[config.mk]
export PLATFORM = sky130hd
export DESIGN_NAME = pixel_write_queue
export DESIGN_NICKNAME = d
export VERILOG_FILES = /design/src/rtl/pixel_write_queue.sv
export SDC_FILE = /design/constraint.sdc
export NUM_CORES = 1
export LEC_CHECK = 0
export CAP_MARGIN = 25
export CORE_MARGIN = 3
export CORE_UTILIZATION = 35
export CTS_BUF_LIST = sky130_fd_sc_hd__clkbuf_8
export CTS_CLUSTER_SIZE = 12
export DETAILED_ROUTE_END_ITERATION = 10
export MAX_ROUTING_LAYER = met4
export PLACE_DENSITY = 0.63
export SLEW_MARGIN = 30
export SYNTH_ARGS = -nofsm -noshare
export SYNTH_HDL_FRONTEND = slang
export SYNTH_SLANG_ARGS = --single-unit
[constraint.sdc]
create_clock -name clk -period 6.7 [get_ports clk]
set_input_delay 1.005 -clock clk [delete_from_list [all_inputs] [get_ports clk]]
set_output_delay 1.005 -clock clk [all_outputs]
set_load 0.01 [all_outputs]
[src/rtl/pixel_write_queue.sv]
// -----------------------------------------------------------------------------
// pixel_write_queue
//
// Downstream stage of the line-drawing engine. Plot requests (x, y, colour)
// arrive over a valid/ready handshake and are buffered in a small FIFO. Each
// cycle the framebuffer is not stalling, the head entry is popped into a set of
// output registers. This produces a one-cycle write strobe with a linear
// framebuffer address. The FIFO decouples the line engine from framebuffer
// stalls. Screen geometry is SCREEN_W x SCREEN_H, which is 320x240 by default.
//
// Optional feature macro: PIXEL_CLIP_EN
//   When it is defined, a request outside the screen is still handshaked but is
//   discarded instead of being queued. The extra output clip_drop pulses for
//   one cycle after each discarded request.
//
// Ports
//   clk         in   rising-edge clock
//   reset       in   asynchronous, active-high reset
//   in_valid    in   plot request present
//   in_ready    out  queue can accept (= not full; ignores a same-cycle pop)
//   in_x        in   [8:0]  pixel column
//   in_y        in   [7:0]  pixel row
//   in_colour   in   [COLOUR_W-1:0] pixel colour
//   out_stall   in   framebuffer busy; blocks pops
//   vga_plot    out  one-cycle write enable, one pulse per written pixel
//   vga_x       out  [8:0]  registered x of the current write
//   vga_y       out  [7:0]  registered y of the current write
//   vga_colour  out  [COLOUR_W-1:0] registered colour
//   vga_addr    out  [16:0] registered y*SCREEN_W + x (modulo 2^17)
//   count       out  [$clog2(DEPTH):0] FIFO occupancy, 0..DEPTH
//   idle        out  queue empty and no write in flight
//   clip_drop   out  (PIXEL_CLIP_EN only) request was discarded by the clip
// -----------------------------------------------------------------------------
module pixel_write_queue #(
   parameter int unsigned DEPTH    = 8,    // power of two, >= 2
   parameter int unsigned COLOUR_W = 1,
   parameter int unsigned SCREEN_W = 320,
   parameter int unsigned SCREEN_H = 240
) (
   input  logic                    clk,
   input  logic                    reset,
   input  logic                    in_valid,
   output logic                    in_ready,
   input  logic [8:0]              in_x,
   input  logic [7:0]              in_y,
   input  logic [COLOUR_W-1:0]     in_colour,
   input  logic                    out_stall,
   output logic                    vga_plot,
   output logic [8:0]              vga_x,
   output logic [7:0]              vga_y,
   output logic [COLOUR_W-1:0]     vga_colour,
   output logic [16:0]             vga_addr,
   output logic [$clog2(DEPTH):0]  count,
   output logic                    idle
`ifdef PIXEL_CLIP_EN
   ,
   output logic                    clip_drop
`endif
);

   localparam int unsigned PTR_W = $clog2(DEPTH);
   localparam int unsigned CNT_W = PTR_W + 1;

   typedef struct packed {
      logic [8:0]          x;
      logic [7:0]          y;
      logic [COLOUR_W-1:0] colour;
   } pixel_t;

   // ---------------------------------------------------------------------------
   // Storage and control state
   // ---------------------------------------------------------------------------
   pixel_t             mem_q [DEPTH];
   logic [PTR_W-1:0]   wr_ptr_q, wr_ptr_d;
   logic [PTR_W-1:0]   rd_ptr_q, rd_ptr_d;
   logic [CNT_W-1:0]   count_q,  count_d;

   logic               vga_plot_q,   vga_plot_d;
   logic [8:0]         vga_x_q,      vga_x_d;
   logic [7:0]         vga_y_q,      vga_y_d;
   logic [COLOUR_W-1:0] vga_colour_q, vga_colour_d;
   logic [16:0]        vga_addr_q,   vga_addr_d;

   logic               full;
   logic               empty;
   logic               push_acc;   // handshake completes this cycle
   logic               push;       // entry is actually written into the FIFO
   logic               pop;
   pixel_t             head;
   pixel_t             in_pixel;
   logic [16:0]        head_addr;

   assign full     = (count_q == CNT_W'(DEPTH));
   assign empty    = (count_q == '0);
   assign in_ready = !full;
   assign push_acc = in_valid && !full;
   assign pop      = !empty && !out_stall;

   assign in_pixel = '{x: in_x, y: in_y, colour: in_colour};
   assign head     = mem_q[rd_ptr_q];

   // Linear framebuffer address of the head entry. Truncation to 17 bits gives
   // the modulo-2^17 behaviour for out-of-range coordinates.
   assign head_addr = 17'(head.y) * 17'(SCREEN_W) + 17'(head.x);

`ifdef PIXEL_CLIP_EN
   logic in_range;
   logic clip_drop_q, clip_drop_d;

   assign in_range    = (32'(in_x) < SCREEN_W) && (32'(in_y) < SCREEN_H);
   assign push        = push_acc && in_range;
   assign clip_drop_d = push_acc && !in_range;
   assign clip_drop   = clip_drop_q;
`else
   assign push = push_acc;
`endif

   // ---------------------------------------------------------------------------
   // Next-state logic for pointers, occupancy and the write-port registers
   // ---------------------------------------------------------------------------
   always_comb begin
      // NOTE: every output of this block gets a default first, so no path leaves
      // a value unassigned and no latch can be inferred.
      wr_ptr_d     = wr_ptr_q;
      rd_ptr_d     = rd_ptr_q;
      count_d      = count_q;
      vga_plot_d   = 1'b0;
      vga_x_d      = vga_x_q;
      vga_y_d      = vga_y_q;
      vga_colour_d = vga_colour_q;
      vga_addr_d   = vga_addr_q;

      // DEPTH is a power of two, so pointer wrap is the natural overflow.
      if (push) wr_ptr_d = wr_ptr_q + PTR_W'(1);
      if (pop)  rd_ptr_d = rd_ptr_q + PTR_W'(1);

      // A simultaneous push and pop leaves the occupancy unchanged.
      unique case ({push, pop})
         2'b10:   count_d = count_q + CNT_W'(1);
         2'b01:   count_d = count_q - CNT_W'(1);
         default: count_d = count_q;
      endcase

      // Pop loads the head into the write-port registers; otherwise they hold.
      if (pop) begin
         vga_plot_d   = 1'b1;
         vga_x_d      = head.x;
         vga_y_d      = head.y;
         vga_colour_d = head.colour;
         vga_addr_d   = head_addr;
      end
   end

   // ---------------------------------------------------------------------------
   // Control and output registers
   // ---------------------------------------------------------------------------
   always_ff @(posedge clk or posedge reset) begin
      // NOTE: sequential state is updated only with non-blocking assignments, so
      // every register samples the pre-edge value of every other register.
      if (reset) begin
         wr_ptr_q     <= '0;
         rd_ptr_q     <= '0;
         count_q      <= '0;
         vga_plot_q   <= 1'b0;
         vga_x_q      <= '0;
         vga_y_q      <= '0;
         vga_colour_q <= '0;
         vga_addr_q   <= '0;
      end else begin
         wr_ptr_q     <= wr_ptr_d;
         rd_ptr_q     <= rd_ptr_d;
         count_q      <= count_d;
         vga_plot_q   <= vga_plot_d;
         vga_x_q      <= vga_x_d;
         vga_y_q      <= vga_y_d;
         vga_colour_q <= vga_colour_d;
         vga_addr_q   <= vga_addr_d;
      end
   end

`ifdef PIXEL_CLIP_EN
   always_ff @(posedge clk or posedge reset) begin
      if (reset) clip_drop_q <= 1'b0;
      else       clip_drop_q <= clip_drop_d;
   end
`endif

   // NOTE: the FIFO storage has no reset. Entries are only read once count says
   // they were written, so clearing the pointers and count empties the queue.
   always_ff @(posedge clk) begin
      if (push) mem_q[wr_ptr_q] <= in_pixel;
   end

   // ---------------------------------------------------------------------------
   // Outputs
   // ---------------------------------------------------------------------------
   assign vga_plot   = vga_plot_q;
   assign vga_x      = vga_x_q;
   assign vga_y      = vga_y_q;
   assign vga_colour = vga_colour_q;
   assign vga_addr   = vga_addr_q;
   assign count      = count_q;
   assign idle       = empty && !vga_plot_q;

endmodule

# Yosys cells after proc, flatten, opt, wreduce, memory -nomap -nowiden
# Memory sizes are Yosys's and may differ from the RTL's.
# Cells that the tools add are included.
# Widths: inputs -> output; s select.
dict set report word_totals {
  output_inout_bits 42
  input_bits 22
  ff_bits 46
  ram_bits 144
  n_memories 1
  elab_cells 31
}
# memory depth word_bits read_ports rd_clocked_by_memory_dff write_ports line
set mem_list {}
lappend mem_list {mem_q 8 18 1 0 1 73} ;# pixel_t mem_q [DEPTH];
dict set report op_classes {
  multipliers 1
  n_reduce_logical 9
  eq_ne 3
  add_sub_neg 5
  n_mux 4
}
# cell count
set ops {}
lappend ops {{$add 17x9->17} 1}
lappend ops {{$mul 8x3->11 const B} 1}
lappend ops {{$pmux 4 s2} 1}
lappend ops {{$add 3x1->3 const B} 2}
lappend ops {{$add 4x1->4 const B} 1}
lappend ops {{$eq 4x4->1 const B} 1}
lappend ops {{$logic_not 1->1} 4}
lappend ops {{$logic_not 4->1} 1}
lappend ops {{$sub 4x1->4 const B} 1}
lappend ops {{$logic_and 1x1->1} 3}
lappend ops {{$mux 1} 3}
lappend ops {{$eq 2x1->1 const B} 1}
lappend ops {{$eq 2x2->1 const B} 1}
lappend ops {{$reduce_bool 2->1} 1}

# Longest topological paths before layout
dict set report depth {
  word_depth 5
  mapped_depth 14
  depth_no_buf 12
}

# Worst setup path after synthesis
# Ideal clock, no wire load.
dict set report synth_timing {
  path_type {flip-flop to flip-flop}
  start {register rd_ptr_q[0]}
  end {register vga_addr_q[16] (netlist: vga_addr[16])}
  required_time_ps 6620
  setup_slack_ps 2831
  stages_incl_launch_ff 15
  synth_period_minus_slack_ps 3869
  path_buffers 2
  setup_ps 80
  t_arrival_ps 3789
  cell_sequence {dfrtp_1 -> buf_2 -> buf_4 -> mux4_2 -> mux2i_1 -> inv_1 -> ha_1 -> ha_1 -> fa_1 -> a211oi_2 -> o21bai_1 -> or2_2 -> a2111oi_2 -> nor3_1 -> nor3_2}
}
# item line
set synth_rtl {}
lappend synth_rtl {{start: declaration} 75} ;# logic [PTR_W-1:0] rd_ptr_q, rd_ptr_d;
lappend synth_rtl {{start signal: assignment} 171} ;# rd_ptr_q <= rd_ptr_d;
lappend synth_rtl {{end signal: assignment} 177} ;# vga_addr_q <= vga_addr_d;
lappend synth_rtl {{end: declaration} 82} ;# logic [16:0] vga_addr_q, vga_addr_d;

==> impl_metrics.tcl <==
set metrics [dict create \
    outcome "finished clean" \
    overflow 0 \
    crit_chain "mux4_2, mux2i_1, inv_1, ha_1, ha_1, fa_1, a211oi_2, o21bai_1, or2_2, a2111oi_2, nor3_1, nor3_2" \
    finalWeightedCongestion 0.756 \
    rsz0062_at_grt "false" \
    track_usage_pct 13.4 \
    maxSlewViolCount 0 \
    p_per_area_mw_per_mm2 533 \
    dr.pass1.iters 4 \
    yosysTopAreaCellShare_pct 56.2 \
    coreArea_mm2 0.0213 \
    synthAdderAreaFrac_pct 4.03 \
    finalSetupViolCount 0 \
    fin_worst_skew_ns 0.00907 \
    post-cts-setup-buffers 0 \
    drt.antenna.violating_nets 0 \
    fin_tns_setup_ns 0 \
    wirelength_um 14900 \
    synth_most_common_cell "edfxtp_1" \
    max_freq_mhz 238 \
    antenna_found_initial 2 \
    fp.dieH_um 154 \
    place_hpwl_um 9470 \
    slew_headroom_pct 52.4 \
    start_util_pct 36.1 \
    pin_count 64 \
    drt_iter0_drc 231 \
    synth_commonest_cells "144 x edfxtp_1, 58 x nand2_1, 40 x dfrtp_1" \
    hold_viol 0 \
    yosys.area_share.simple_pct 5.61 \
    path_buf_inv 1 \
    regArea_mm2 0.00533 \
    vias 3987 \
    cp.arrival_ns 4.59 \
    synthFlopType "edfxtp_1" \
    via_per_inst 4.90 \
    critPathMaxStageDelay_ns 0.84 \
    synth_top_family_by_area "multiplexers" \
    post-route-period-util_pct 62.8 \
    synth.area.mux_share_pct 13.4 \
    syn_area_per_cell_um2 17.1 \
    drv_cap 0 \
    h-tree-depth 4 \
    critical_path.top_delay_family "adder cells" \
    cp-end-kind "flop" \
    cts_root_buf "clkbuf_8" \
    path_class "reg2reg" \
    ir_worst_vdd_v 0.000289 \
    synthXorXnorAreaFrac_pct 2.15 \
    cts_tree "yes" \
    multiInputGateArea_mm2 0.00222 \
    drcViolationCount 0 \
    die-area_mm2 0.0238 \
    cp-start-kind "flop" \
    slowest_stage "dfrtp_2" \
    ys_types 45 \
    clock_path_buffers 2 \
    worstSkewPairLatency_ns 0.45 \
    syn_inst 451 \
    crit_required_ns 7.09 \
    synth-edff-count 144 \
    numCtsBuffers 17 \
    fill_cells 1861 \
    die_w_um 154 \
    cts_hold_buf 0 \
    netlist_top_cells_area "edfxtp_1 56%, dfrtp_1 13%, mux4_2 11%" \
    io_buffers 63 \
    yosysTopAreaCell "edfxtp_1" \
    ys_async_sr_fraction_pct 21.7 \
    tightest_slew_ns 0.715 \
    whs_ns 0.482 \
    fin_crit_ns 4.21 \
    clk_pin_slew_ns 0.09 \
    drive_above_1_share_pct 18.7 \
    ys_seq_area_share_pct 69.2 \
    critical_path.max_fanout 20 \
    grt_pass1_vias 4160 \
    r2r_slack_ns 2.49 \
    synth_nets 496 \
    synthesis.area_mm2 0.00769 \
    wl_per_cell_um 18.4 \
    num_rows 53 \
    yosysWarnings 0 \
    p_leak_nw 3.20 \
    cts_resized 0 \
    nNetsFinal 568 \
    grt_pass1_wl_um 23700 \
    hold_path_class "reg2reg" \
    worst_path_most_repeated_cell "ha_1" \
    ys_ff_latch 184 \
    area_growth_pct 17.7 \
    synth_compound_area_share_pct 3.45 \
    cts_sinks 184 \
    grt_max_degree 50 \
]
## path summary, 6_finish.rpt
kind	cells past startpoint	to	startpoint
worst min-delay path	2	vga_x[8]	vga_x[8]
min in group asynchronous	3	vga_addr[10]	reset
worst max register to register	12	vga_addr[16]	rd_ptr_q[0]
max in group asynchronous	3	rd_ptr_q[0]	reset
worst min register to register	2	vga_x[8]	vga_x[8]
worst max-delay path	12	vga_addr[16]	rd_ptr_q[0]
## cell families after synthesis
logic type,count (synthesis)
flops,184
simple gates,96
mux,56
compound gates,42
buf+inv,32
fa+ha+maj,23
xor+xnor,18
## cell usage in the layout (no fill, tap or decap), drive strengths merged, types with 3 or more instances in the layout
| cell | instances |
|---|---|
| clkdlybuf4s50 | 63 |
| mux4 | 36 |
| dfrtp | 40 |
| nand2 | 58 |
| fa | 3 |
| xor2 | 7 |
| nor2b | 3 |
| inv | 14 |
| bufinv | 3 |
| ha | 20 |
| nor3 | 6 |
| nand3 | 3 |
| a211oi | 4 |
| xnor2 | 11 |
| clkbuf | 17 |
| a21oi | 3 |
| mux2i | 11 |
| mux2 | 9 |
| clkinv | 6 |
| or2 | 6 |
| o21ai | 23 |
| nor2 | 13 |
| a21o | 3 |
| edfxtp | 144 |
| nand2b | 3 |
| buf | 12 |
## metrics by stage
step / util, % / worst slack, ns / total power, W / cell area, um^2 / std cells
6_report: 42.6 / 2.49 / 0.00483 / 9060 / 813
5_1_grt: 42.6 / 2.16 / 0.00521 / 9060 / 813
4_1_cts: 42.5 / 2.44 / 0.00490 / 9050 / 811
3_5_place_dp: 40.6 / 2.47 / 0.00413 / 8650 / 779
3_3_place_gp: 40.6 / 2.54 / 0.00408 / 8650 / 779
2_1_floorplan: - / 2.83 / 0.00344 / 7690 / 451
## routing by layer
layer	up-vias	routed length, um	GRT usage, %
li1	1860	-	-
met1	2025	6730	17.1
met2	84	7210	21.3
met3	18	749	3.50
met4	0	228	4.16
met5	-	0	-
## area by class of cell
class | instances | share of cell area (%)
sequential | 184 | 58.8
clock buffer | 17 | 2.58
clock inverter | 15 | 1.91
antenna | 2 | 0.0552
multi-input combinational | 235 | 24.5
timing repair buffer | 75 | 7.95
tap | 275 | 3.80
inverter | 10 | 0.414
## worst reg2reg max path, stage by stage, from the launching register on
cell and delay [ns]:
dfrtp_2 0.84, mux4_2 0.59, mux2i_1 0.32, inv_1 0.12
ha_1 0.31, ha_1 0.24, fa_1 0.43, a211oi_2 0.23
o21bai_1 0.12, or2_2 0.29, a2111oi_2 0.37, nor3_1 0.10
nor3_2 0.16
## registers in the layout, indices dropped and copies added, names as in the netlist
register / count
vga_addr: 11
wr_ptr_q: 3
vga_colour: 1
vga_x: 9
count: 4
mem_q: 144
rd_ptr_q: 3
vga_y: 8
vga_plot: 1
## report_power, final
group,internal (W),switching [W],leakage [nW]
combinational,0.00115,0.00126,1.21
sequential,0.00150,0.000164,1.79
clock,0.000371,0.000391,0.202
Power figures use the tool's default switching activity.
